`src/rtl/parity_frame_tx.sv`:
```
// Serial parity-frame transmitter: shifts a parallel word out one bit per clock
// and appends a generated parity bit, with back-to-back frame support.
module parity_frame_tx #(
  parameter int unsigned DATA_W    = 8,
  parameter bit          ODD       = 1'b0,
  parameter bit          LSB_FIRST = 1'b1
) (
  input  logic              clk,
  input  logic              rst,
  input  logic [DATA_W-1:0] data_in,
  input  logic              load,
  output logic              ready,
  output logic              out,
  output logic              out_valid,
  output logic              par_bit,
  output logic              frame_done,
  output logic              busy
);

  localparam int unsigned CntW = $clog2(DATA_W + 1);

  typedef enum logic [1:0] {StIdle, StData, StParity} state_e;

  state_e              state_q, state_d;
  logic [DATA_W-1:0]   shift_q, shift_d;
  logic [CntW-1:0]     cnt_q, cnt_d;
  logic                acc_q, acc_d;
  logic                head;
  logic                accept;

  assign head   = LSB_FIRST ? shift_q[0] : shift_q[DATA_W-1];
  assign accept = load & ready;

  always_ff @(posedge clk or posedge rst) begin
    if (rst) begin
      state_q <= StIdle;
      shift_q <= '0;
      cnt_q   <= '0;
      acc_q   <= 1'b0;
    end else begin
      state_q <= state_d;
      shift_q <= shift_d;
      cnt_q   <= cnt_d;
      acc_q   <= acc_d;
    end
  end

  // Outputs depend on state_q only; accept only steers the next state.
  always_comb begin
    state_d    = state_q;
    shift_d    = shift_q;
    cnt_d      = cnt_q;
    acc_d      = acc_q;
    ready      = 1'b0;
    out        = 1'b0;
    out_valid  = 1'b0;
    par_bit    = 1'b0;
    frame_done = 1'b0;
    busy       = 1'b1;

    unique case (state_q)
      StIdle: begin
        ready = 1'b1;
        busy  = 1'b0;
        if (accept) begin
          shift_d = data_in;
          cnt_d   = '0;
          acc_d   = 1'b0;
          state_d = StData;
        end
      end
      StData: begin
        out       = head;
        out_valid = 1'b1;
        acc_d     = acc_q ^ head;
        shift_d   = LSB_FIRST ? (shift_q >> 1) : (shift_q << 1);
        cnt_d     = cnt_q + CntW'(1);
        if (cnt_q == CntW'(DATA_W - 1)) begin
          state_d = StParity;
        end
      end
      StParity: begin
        ready      = 1'b1;
        out        = acc_q ^ ODD;
        out_valid  = 1'b1;
        par_bit    = 1'b1;
        frame_done = 1'b1;
        if (accept) begin
          shift_d = data_in;
          cnt_d   = '0;
          acc_d   = 1'b0;
          state_d = StData;
        end else begin
          state_d = StIdle;
        end
      end
      default: begin
        state_d = StIdle;
      end
    endcase
  end

endmodule

```
`config.mk`:
```
export PLATFORM = sky130hd
export DESIGN_NAME = parity_frame_tx
export DESIGN_NICKNAME = d
export VERILOG_FILES = /design/src/rtl/parity_frame_tx.sv
export SDC_FILE = /design/constraint.sdc
export NUM_CORES = 1
export LEC_CHECK = 0
export ABC_AREA = 1
export CAP_MARGIN = 40
export CORE_ASPECT_RATIO = 1.2
export CORE_MARGIN = 4
export CORE_UTILIZATION = 53
export CTS_CLUSTER_DIAMETER = 40
export DETAILED_ROUTE_END_ITERATION = 7
export HOLD_SLACK_MARGIN = 0.08
export MAX_ROUTING_LAYER = met4
export PLACE_DENSITY = 0.82
export SKIP_LAST_GASP = 1
export SLEW_MARGIN = 15
export SYNTH_ARGS = -nofsm -noshare
export SYNTH_HDL_FRONTEND = slang
export SYNTH_SLANG_ARGS = --single-unit
```
`constraint.sdc`:
```
create_clock -name clk -period 3.45 [get_ports clk]
set_clock_uncertainty 0.15 [all_clocks]
set_input_delay 0.69 -clock clk [delete_from_list [all_inputs] [get_ports clk]]
set_output_delay 0.69 -clock clk [all_outputs]
set_load 0.01 [all_outputs]
```
# == Word level (Yosys, flattened, before mapping) ==
# Index checks and enable logic that the tools add are counted.
# word_totals
ff_bits,15
inputBits,11
out_inout_bits,6
elab_cells,34
# classes
addsub,1
eq_ne,6
muxes,15
bitwise,2
n_reduce_logical,6
# op_table
op,count
8-bit one-hot mux with 2 select lines,1
8-bit 2-to-1 mux,1
4-bit one-hot mux with 2 select lines,1
1-bit 2-to-1 mux,6
2-bit one-hot mux with 3 select lines,1
"4-bit by 1-bit adder with 4-bit output, second input constant",1
"4-bit by 3-bit == test with 1-bit output, second input constant",1
2-bit 2-to-1 mux,2
4-bit 2-to-1 mux,1
"2-bit != test, second input constant",2
1-bit one-hot mux with 2 select lines,2
2-bit AND reduction,2
2-bit OR reduction,2
"2-bit by 1-bit == test with 1-bit output, second input constant",1
"2-bit == test, second input constant",1
2-bit logical NOT,1
"2-bit by 1-bit != test with 1-bit output, second input constant",1
2-bit nonzero test,1
1-bit bitwise AND,1
1-bit bitwise XOR,1

# == Logic depth before layout (Yosys ltp) ==
# logic_depth
ltp_word,6
mapped_depth,8
mapped_depth_nobuf,7

# == Worst setup path after synthesis ==
# Ideal clock, no wire load.
# synth_path
path_type,register -> output
startpoint,register state_q[0]
endpoint,output out
arrival_time_ns,1.305
t_required_ns,2.610
slack_ns,1.305
stages_incl_launch_ff,5
path_buffers,1
cell_sequence,dfrtp_1 > inv_2 > buf_6 > ha_1 > a21boi_0
# synth_via
elab_chain_len,2
elab_cells_between_ends,3
classes_between,2 x eq/ne; 1 x mux
# synth_rtl
element,line,rtl
start: declaration,24,"state_e state_q, state_d;"
start signal: assignment,36,state_q <= StIdle;
start signal: assignment,41,state_q <= state_d;
2-bit == test / 2-bit by 1-bit == test with 1-bit output (equally long branches),61,unique case (state_q)
1-bit one-hot mux with 2 select lines *,61,
end: declaration,13,"output logic out,"
# Every way passes the cells marked *; elsewhere a longest branch is shown, timed or not.

# == Worst setup path in the final report ==
# layout_path
startpoint,register state_q[0]
endpoint,output ready
# layout_via
elab_chain_len,3
elab_cells_between_ends,4
classes_between,1 x eq/ne; 1 x mux; 2 x reduce/logical
# layout_rtl
element,line,rtl
2-bit == test / 2-bit logical NOT (equally long branches),61,
2-bit OR reduction (no source line) *,n/a,
1-bit 2-to-1 mux *,61,
end: declaration,12,"output logic ready,"
# Marked as above.

==> impl_results.md <==
* Outcome: finished, final reports clean
* CP Launch Point: state_q[0]
* Vias per inst at 5.19
* Setup ws final at 0.522 ns
* Avg Inst Size Synth at 7.76 um2
* Total CTS buffers at 3
* Pre-antenna DRT Iters at 6
* Via count at 753
* Pleak at 0.000533 uW
* Crit Path Max Fanout at 14
* IO buf count at 16
* R2R depth at 7
* Multi-input gate area in the final layout at 408 um2
* Rel. slew slack at 62.7%
* Cts repair resizes at 0
* Vias in the first global route at 767
* Rows at 15
* RePlAce Congestion at 0.891
* Max stage delay on crit path at 0.51 ns
* Total nets after synthesis at 130
* Final-report setup violation count at 0
* Initial drt markers at 15
* CTS tree: done
* Slowest-stage cell, CP: dfrtp_1
* Hold_buf cts at 0
* Final hold vios at 0
* F_max at 342 MHz
* Synth Register Bits at 15
* R2R Path End: cnt_q[3]
* Initial Utilization at 57.9%
* Worst EP required at 2.61 ns
* Pin count of the biggest net entering global routing at 22
* Worst setup SP type: register
* Register area share after synthesis at 43.2%
* IO Pins at 17
* Worst Setup Path Type: register to output pin
* Die span in x at 45.0 um
* Post-route ant nets at 0
* Share of cells above drive strength 1 at 7.03%
* Worst path cell trace: inv_2 -> ha_1 -> nor2_1 -> inv_1 -> clkdlybuf4s50_1
* Post-Syn Instances at 112
* Wire per inst at 12.2 um
* Worst-margin pin slew at 0.558 ns
* DRC viols at 0
* CTS H-tree depth at 1
* R2r startpoint: state_q[0]
* Netlist cell types at 15
* Power per cell area at 844 nW/um2
* YS warnings at 0
* Layout Utilization at 69.3%
* Layout area overhead at 19.6%
* Die span in y at 52.4 um
* GR Overflow Total at 0
* Cell taking the most area after synthesis: dfrtp_1
* Antenna cells at 0
* Initial antenna violation count at 0
* CTS clk-pin slew, worst paths at 0.09 ns
* Worst-Skew Late Latency at 0.29 ns
* # Max-Cap Violations at 0
* Synth area leaders: dfrtp_1, nand2_1, ha_1, o21ai_0, inv_1
* WL final at 1.76 mm
* Filler cell count at 131
* Final setup TNS at 0 ns
* CP endpoint: ready
* Worst Setup End Kind: output pin
* Clock sinks at 15
* Total GRT Usage at 19.1%
* Die area at 2360 um2
* Root buf cell: clkbuf_4
* Tmin final at 2.93 ns
* FF-to-FF setup slack at 1.70 ns
* Final period utilization at 84.9%
* Unrepaired setup endpoints after global routing: no
* Peak supply drop at 0.594 mV
* Post-Syn Area at 870 um2
* Dpl hpwl at 1.35 mm
* Hold Path Class: register to register
* Setup bufs post-CTS at 0
* Clock Path Buffers at 2
* First-pass GRT wire length at 3.16 mm
* Core Region at 1500 um2
* Max-slew violation count at 0
* Share of the synthesized area in the top cell type at 43.2%
* DP Worst Slack at 0.879 ns
* Layout net count at 147
* WP data arrival at 2.09 ns
* Sequential standard cell area at 375 um2
## power breakdown
group          internal, uW  switching [uW]  leakage (uW)
Combinational           192             274      0.000327
Sequential              253            56.8      0.000191
Clock                  45.0            57.9     0.0000150
## cell type report
type / count / share of cell area, %
Multi-Input combinational cell: 80 / 39.2
Sequential cell: 15 / 36.1
Timing Repair Buffer: 16 / 15.4
Inverter: 13 / 4.69
Clock buffer: 4 / 2.53
Tap cell: 17 / 2.05
## logic make-up after synthesis
family	synth area share (%)
buf+inv	9.93
simple gates	25.8
flops	43.2
compound gates	11.1
fa+ha+maj	10.1
## flip-flops by register name, summed over array words and instances, names as in the netlist
register  flops
acc_q         1
shift_q       8
cnt_q         4
state_q       2
## routing by layer
metal	share of wire [%]	vias to the layer above	global-route usage [%]
li1	-	381	-
met1	45	343	21.7
met2	48	24	30.7
met3	4.7	5	4.47
met4	2.4	0	9.76
met5	0	-	-
## synthesized netlist by cell type
cell,count
nand2_2,3
buf_6,2
buf_4,2
or2_2,1
ha_1,7
o21ai_0,13
nand2_1,41
nor2_1,4
a21oi_2,1
dfrtp_1,15
inv_1,12
a21oi_1,3
nand3_1,6
a21boi_0,1
inv_2,1
## placed cells by master, fill, tap and decap left out
master / instances
a21oi_1: 3
inv_1: 12
a21boi_0: 1
nor2_1: 4
inv_2: 1
nand2_2: 3
clkbuf_1: 1
ha_1: 7
clkbuf_4: 3
o21ai_0: 13
clkdlybuf4s50_1: 16
nand2_1: 41
or2_2: 1
a21oi_2: 1
nand3_1: 6
dfrtp_1: 15
## per-stage QoR
| step | instances | power [uW] | area [um2] | hold WS, ns |
|---|---|---|---|---|
| 6_report | 145 | 878 | 1040 | 0.357 |
| 5_1_grt | 145 | 970 | 1040 | 0.394 |
| 4_1_cts | 145 | 882 | 1040 | 0.355 |
| 3_5_place_dp | 141 | 778 | 1010 | 0.334 |
| 3_3_place_gp | 141 | 761 | 1010 | 0.337 |
| 2_1_floorplan | 112 | 655 | 870 | 0.299 |
## worst min-delay path by stage
stage,slack [ns],start,cells after the start,end
final,0.36,shift_q[5],2,shift_q[5]
after global routing,0.39,shift_q[7],2,shift_q[7]
after CTS,0.36,shift_q[5],2,shift_q[5]
after detailed placement,0.33,shift_q[5],2,shift_q[5]
after global placement,0.34,shift_q[5],2,shift_q[5]
after floorplan,0.30,shift_q[7],2,shift_q[7]
## worst max-delay path: cells and delay by family (launching register included)
kind,cells,cell delay [ns]
simple gates,1,0.24
fa+ha+maj,1,0.24
flops,1,0.51
buf+inv,3,0.81
No activity file was read; power rests on OpenSTA's default activity.
